## config.mk

```make
export PLATFORM = sky130hd
export DESIGN_NAME = fpga_gpio_irq_registers
export DESIGN_NICKNAME = d
export VERILOG_FILES = /design/src/rtl/fpga_gpio_irq_registers.sv
export SDC_FILE = /design/constraint.sdc
export NUM_CORES = 1
export LEC_CHECK = 0
export BUFFER_PORTS_ARGS = -buffer_cell sky130_fd_sc_hd__buf_2
export CORE_MARGIN = 2
export CORE_UTILIZATION = 55
export CTS_BUF_LIST = sky130_fd_sc_hd__clkbuf_4 sky130_fd_sc_hd__clkbuf_8 sky130_fd_sc_hd__clkbuf_16
export DETAILED_ROUTE_END_ITERATION = 6
export PLACE_DENSITY = 0.85
export SLEW_MARGIN = 20
export SYNTH_ARGS = -nofsm -noshare
export SYNTH_HDL_FRONTEND = slang
export SYNTH_SLANG_ARGS = --single-unit
```

## constraint.sdc

```tcl
create_clock -name WBs_CLK_i -period 6.81 [get_ports WBs_CLK_i]
set_clock_uncertainty 0.15 [all_clocks]
set_input_delay 1.362 -clock WBs_CLK_i [delete_from_list [all_inputs] [get_ports WBs_CLK_i]]
set_output_delay 1.362 -clock WBs_CLK_i [all_outputs]
set_load 0.05 [all_outputs]
```

## src/rtl/fpga_gpio_irq_registers.sv

```systemverilog
// fpga_gpio_irq_registers: Wishbone ID/GPIO/scratch register block with optional per-pin edge interrupts.
// Define FPGA_GPIO_IRQ_EN to build the edge-detect, IRQ enable/status registers and Interrupt_o.
module fpga_gpio_irq_registers #(
    parameter int          ADDRWIDTH     = 7,
    parameter int          DATAWIDTH     = 32,
    parameter int          GPIO_WIDTH    = 16,
    parameter int          SYNC_STAGES   = 2,
    parameter logic [23:0] DEVICE_ID     = 24'h55C332,
    parameter logic [31:0] SCRATCH_RST   = 32'h12345678,
    parameter logic [31:0] DEF_REG_VALUE = 32'hFABDEFAC
) (
    input  logic                  WBs_CLK_i,
    input  logic                  WBs_RST_i,
    input  logic [ADDRWIDTH-1:0]  WBs_ADR_i,
    input  logic                  WBs_CYC_i,
    input  logic                  WBs_STB_i,
    input  logic                  WBs_WE_i,
    input  logic [3:0]            WBs_BYTE_STB_i,
    input  logic [DATAWIDTH-1:0]  WBs_DAT_i,
    output logic [DATAWIDTH-1:0]  WBs_DAT_o,
    output logic                  WBs_ACK_o,
    input  logic [GPIO_WIDTH-1:0] GPIO_IN_i,
    output logic [GPIO_WIDTH-1:0] GPIO_OUT_o,
    output logic [GPIO_WIDTH-1:0] GPIO_OE_o,
    output logic                  Interrupt_o
);
    logic                  ack;
    logic                  wr;
    logic [31:0]           lane_mask;
    logic [GPIO_WIDTH-1:0] pin_mask;
    logic [GPIO_WIDTH-1:0] pin_dat;
    logic [GPIO_WIDTH-1:0] gpio_out;
    logic [GPIO_WIDTH-1:0] gpio_oe;
    logic [GPIO_WIDTH-1:0] gpio_in;
    logic [GPIO_WIDTH-1:0] sync_q [SYNC_STAGES];
    logic [DATAWIDTH-1:0]  scratch;
    logic [DATAWIDTH-1:0]  rd;

    assign wr        = WBs_CYC_i & WBs_STB_i & WBs_WE_i & ~ack;
    assign lane_mask = {{8{WBs_BYTE_STB_i[3]}}, {8{WBs_BYTE_STB_i[2]}},
                        {8{WBs_BYTE_STB_i[1]}}, {8{WBs_BYTE_STB_i[0]}}};
    assign pin_mask  = lane_mask[GPIO_WIDTH-1:0];
    assign pin_dat   = WBs_DAT_i[GPIO_WIDTH-1:0];
    assign gpio_in   = sync_q[SYNC_STAGES-1];

    function automatic logic hit(input int a);
        return wr && (WBs_ADR_i == ADDRWIDTH'(a));
    endfunction

    always_ff @(posedge WBs_CLK_i or posedge WBs_RST_i) begin
        if (WBs_RST_i)
            ack <= 1'b0;
        else
            ack <= WBs_CYC_i & WBs_STB_i & ~ack;
    end

    always_ff @(posedge WBs_CLK_i or posedge WBs_RST_i) begin
        if (WBs_RST_i) begin
            gpio_out <= '0;
            gpio_oe  <= '0;
            scratch  <= SCRATCH_RST;
        end else begin
            if (hit(2))
                gpio_out <= (gpio_out & ~pin_mask) | (pin_dat & pin_mask);
            if (hit(3))
                gpio_oe <= (gpio_oe & ~pin_mask) | (pin_dat & pin_mask);
            if (hit(7))
                scratch <= (scratch & ~lane_mask) | (WBs_DAT_i & lane_mask);
        end
    end

    // pins are asynchronous; nothing downstream looks at them before the last stage
    always_ff @(posedge WBs_CLK_i or posedge WBs_RST_i) begin
        if (WBs_RST_i) begin
            for (int s = 0; s < SYNC_STAGES; s++)
                sync_q[s] <= '0;
        end else begin
            sync_q[0] <= GPIO_IN_i;
            for (int s = 1; s < SYNC_STAGES; s++)
                sync_q[s] <= sync_q[s-1];
        end
    end

`ifdef FPGA_GPIO_IRQ_EN
    localparam int CW = $clog2(SYNC_STAGES + 2);

    logic [GPIO_WIDTH-1:0] rise_en;
    logic [GPIO_WIDTH-1:0] fall_en;
    logic [GPIO_WIDTH-1:0] status;
    logic [GPIO_WIDTH-1:0] prev;
    logic [GPIO_WIDTH-1:0] set;
    logic [GPIO_WIDTH-1:0] clr;
    logic [CW-1:0]         arm_cnt;
    logic                  armed;
    logic                  irq;

    // hold off until the synchroniser and history flop hold real post-reset samples
    assign armed = arm_cnt == CW'(SYNC_STAGES + 1);
    assign set   = armed ? ((gpio_in & ~prev & rise_en) | (~gpio_in & prev & fall_en)) : '0;
    assign clr   = hit(6) ? (pin_dat & pin_mask) : '0;

    always_ff @(posedge WBs_CLK_i or posedge WBs_RST_i) begin
        if (WBs_RST_i) begin
            arm_cnt <= '0;
            prev    <= '0;
            rise_en <= '0;
            fall_en <= '0;
            status  <= '0;
            irq     <= 1'b0;
        end else begin
            arm_cnt <= armed ? arm_cnt : arm_cnt + CW'(1);
            prev    <= gpio_in;
            if (hit(4))
                rise_en <= (rise_en & ~pin_mask) | (pin_dat & pin_mask);
            if (hit(5))
                fall_en <= (fall_en & ~pin_mask) | (pin_dat & pin_mask);
            status <= (status & ~clr) | set;
            irq    <= |status;
        end
    end

    assign Interrupt_o = irq;
`else
    assign Interrupt_o = 1'b0;
`endif

    always_comb begin
        rd = DEF_REG_VALUE;
        case (WBs_ADR_i)
            ADDRWIDTH'(0): rd = {8'h0, DEVICE_ID};
            ADDRWIDTH'(1): rd = DATAWIDTH'(gpio_in);
            ADDRWIDTH'(2): rd = DATAWIDTH'(gpio_out);
            ADDRWIDTH'(3): rd = DATAWIDTH'(gpio_oe);
`ifdef FPGA_GPIO_IRQ_EN
            ADDRWIDTH'(4): rd = DATAWIDTH'(rise_en);
            ADDRWIDTH'(5): rd = DATAWIDTH'(fall_en);
            ADDRWIDTH'(6): rd = DATAWIDTH'(status);
`endif
            ADDRWIDTH'(7): rd = scratch;
            default:       rd = DEF_REG_VALUE;
        endcase
    end

    assign WBs_DAT_o  = rd;
    assign WBs_ACK_o  = ack;
    assign GPIO_OUT_o = gpio_out;
    assign GPIO_OE_o  = gpio_oe;
endmodule

```

## After elaboration in Yosys (flattened, before gate mapping)

Cells that the tools add are included.

| storage, ports and cells | value |
|---|---|
| register bits | 97 |
| bits in latches | 0 |
| RAM bits | 0 |
| ROM bits | 0 |
| input bits | 64 |
| output and inout port bits | 66 |
| logic and storage cells | 30 |
| memories kept | 0 |

| cells by class | value |
|---|---|
| $add $sub $neg | 0 |
| multipliers | 0 |
| div/mod/pow operators | 0 |
| magnitude comparators | 0 |
| eq/ne operators | 4 |
| shifts and indexed selects | 0 |
| muxes and demuxes | 1 |
| bitwise logic cells | 15 |
| reductions and logical operators | 4 |

Operators with widths:

| cell | count |
|---|---|
| one-hot mux 32 bit (5 select lines) | 1 |
| AND 32 bit | 2 |
| AND 16 bit | 3 |
| NOT 32 bit | 1 |
| OR 16 bit | 2 |
| OR 32 bit | 1 |
| NOT 16 bit | 1 |
| == test 7 x 2 -> 1 bit (second input constant) | 2 |
| == test 7 x 1 -> 1 bit (second input constant) | 1 |
| == test 7 x 3 -> 1 bit (second input constant) | 1 |
| logical NOT 7 bit | 1 |
| AND 1 bit | 4 |
| logical AND 1 bit | 3 |
| NOT 1 bit | 1 |

## Logic depth before layout (Yosys ltp)

| depth | value |
|---|---|
| depth in word-level cells | 4 |
| gate-level depth with buffers | 7 |
| gate-level depth less buffers | 3 |

## Least setup slack after synthesis

OpenSTA, ideal clock, no wires.

| timing path | value |
|---|---|
| path type | input to output |
| from | input port WBs_ADR_i[3] |
| to | output port WBs_DAT_o[0] |
| data arrival time | 2.945 ns |
| data required time | 5.298 ns |
| slack | 2.353 ns |
| stages on the path | 4 |
| path buffers | 1 |
| cells stage by stage | buf_2 -> nor4b_2 -> a22oi_1 -> o2bb2ai_1 |

| on the way | value |
|---|---|
| word-level cells in the longest chain between the ends | 2 |
| elaborated cells between the ends (all ways) | 6 |
| those cells by class | eq/ne: 4; mux: 1; reduce/logical: 1 |

RTL lines:

| element | line | RTL |
|---|---|---|
| start, declared | 14 | `input logic [ADDRWIDTH-1:0] WBs_ADR_i,` |
| == test 7 x 3 -> 1 bit, or another cell as far along | 129 | `case (WBs_ADR_i)` |
| one-hot mux 32 bit (5 select lines) (*) | 129 |  |
| end, declared | 20 | `output logic [DATAWIDTH-1:0] WBs_DAT_o,` |

Every way passes the cells marked *; elsewhere a longest branch is shown, timed or not.

## Worst setup path in the final report

| timing path | value |
|---|---|
| from | input port WBs_ADR_i[1] |
| to | output port WBs_DAT_o[2] |

The elaborated chain is that of the path after synthesis.

==> metrics.cfg <==
[worst_setup_path]
cp_max_fo = 22
start_kind = input port
end_kind = output pin
crit_arrival_ns = 3.47
cpMaxStageDelayCell = o21ai_1
crit_family = compound AO/OA/AOI/OAI gates
crit_path_frequent_cell = buf_2
worst-path-buf-inv = 3
crit_chain = buf_2 -> and4b_1 -> buf_4 -> o21ai_1 -> a211o_1 -> buf_2
worstPathRequired_ns = 5.30
criticalPathCategory = in -> out
reg2reg_depth = 3
max_stage_delay_ns = 0.77
cp.depth = 6

[grt]
antenna_found_initial = 0
grt_max_degree = 98
grt_util_all_layers = 0.243
grt_pass1_vias = 2953
grt_pass1_wl_um = 15500
overflow = 0

[floorplanning]
pin_count = 130
die-height_um = 91.7
initial_core_util = 0.576
rows = 31
core_area_um2 = 7330
die_w_um = 91.7
die-area_um2 = 8400

[sta]
min_period_ns = 4.98
fin_crit_sh = 0.732
slew_headroom = 0.348
finalSetupViolCount = 0
hold_viol = 0
totalNegativeSetupSlack_ns = 0
rsz0062_at_grt = false
tightestPinTransition_ns = 0.972
clock.fmax_mhz = 201
slew_violations = 0

[yosys]
synth_most_common_cell = dfrtp_1
synthTopCellsByArea = dfrtp_1 (50%), mux2_2 (18%), dfstp_2 (8.1%)
synth_ff_type = dfrtp_1
synth_edf_count = 0
syn_nets = 357
synthCells = 293
yosysSeqAreaShare = 0.578
synth_seq_cells = 97
syn_area_per_cell_um2 = 14.4
ys_async_sr_fraction = 1.00
synth.largest_area_cell = dfrtp_1
ys_warn_count = 0
synth_cell_type_count = 47
syn_area_um2 = 4230
synth_top_area_frac = 0.497
ys_top_cells_by_count = dfrtp_1 (84), mux2_2 (69), dfstp_2 (13)

[power_and_ir_drop]
p_clk_frac = 0.352
combPwrFrac = 0.091
p_sw_frac = 0.257
leakage_nw = 2.72
peakVddDrop_uv = 172
power_density_nw_per_um2 = 209
pwr-share-seq = 0.558
p_sw_mw = 0.275
intPower_mw = 0.796

[place]
place_congestion = 0.832
io_buffer_count = 128
hpwlAfterDp_um = 7140
placed_area_um2 = 4920

[clock_tree]
path_clk_slew_ns = 0.09
clk_latency_ns = 0.36
cts.htree.levels = 3
cts_buffers = 9
cts_hold_buf = 0
cts_tree = done
cts-root-buf = clkbuf_8
cts_max_path_buffers = 2
cts_resized = 0
numClockSinks = 97
cts_setup_buffers = 0

[route]
drtPass1Iterations = 4
antenna_left = 0
viasPerCell = 5.67
finalWirelength_um = 9900
drt-initial-drc-count = 162
vias = 2947
drc_errors = 0
wire_per_inst_um = 19.0

[final_layout]
nets = 480
nFillCells = 515
syn_to_final_growth_pct = 21.2
final_area_um2 = 5120
utilization = 0.699
antenna_cells = 0
drive_above_1_share = 0.580

[min_path]
hold_depth = 0
hold_class = reg -> reg

[flow_run]
maxCapViolCount = 0

[status]
status = complete, no violations

[layout make-up]
cell class	instances	area (µm²)	share of cell area
Tap cell	99	124	0.0242
Inverter	4	20.0	0.00391
Multi-Input combinational cell	174	1680	0.328
Clock inverter	7	75.1	0.0147
Clock buffer	9	124	0.0242
Timing Repair Buffer	130	656	0.128
Sequential cell	97	2440	0.477
[per-stage QoR]
stage / hold slack (ns) / instances / setup slack [ns] / power (mW)
after floorplan: 0.181 / 293 / 2.35 / 0.668
after detailed placement: 0.185 / 504 / 1.87 / 0.706
after global placement: 0.182 / 504 / 1.95 / 0.703
final: 0.204 / 520 / 1.83 / 1.07
after CTS: 0.206 / 520 / 1.86 / 1.08
after global routing: 0.209 / 520 / 1.70 / 1.11
[per-layer routing]
layer / wire, µm / GRT usage
met2: 5040 / 0.398
met3: 530 / 0.0419
met4: 205 / 0.101
met1: 4130 / 0.321
met5: 0 / 0
[logic make-up after synthesis]
family	Yosys count	synth area share
AOI/OAI and AO/OA	51	0.0968
buffers and inverters	22	0.0258
DFF	97	0.578
muxes	77	0.203
other	1	0.000888
and+or+nand+nor	45	0.0948
[final timing paths]
kind | from | end | slack [ns]
setup reg to reg | WBs_ACK_o$_DFF_PP0_ | register | 4.61
hold / removal | sync_q[29]$_DFF_PP0_ | gpio_in[13]$_DFF_PP0_ | 0.20
max in group asynchronous | WBs_RST_i | asynchronous set/reset pin | 4.92
setup / recovery | WBs_ADR_i[1] | WBs_DAT_o[2] | 1.83
min in group asynchronous | WBs_RST_i | asynchronous set/reset pin | 1.00
hold reg to reg | sync_q[29]$_DFF_PP0_ | gpio_in[13]$_DFF_PP0_ | 0.20
[cell usage in the layout, fill, tap and decap left out, types with 6 or more instances in the layout]
cell,n
clkbuf_8,9
mux2i_1,6
dfstp_2,13
mux2_2,69
a21o_1,12
dfrtp_1,84
a211o_1,6
buf_2,128
[power by group through the flow]
stage / clock, mW / sequential, mW / combinational [mW]
after CTS: 0.383 / 0.597 / 0.0984
after detailed placement: 0 / 0.608 / 0.0980
after global routing: 0.410 / 0.599 / 0.106
after floorplan: 0 / 0.616 / 0.0523
after global placement: 0 / 0.608 / 0.0954
final: 0.377 / 0.597 / 0.0974
Power figures use the tool's default switching activity.
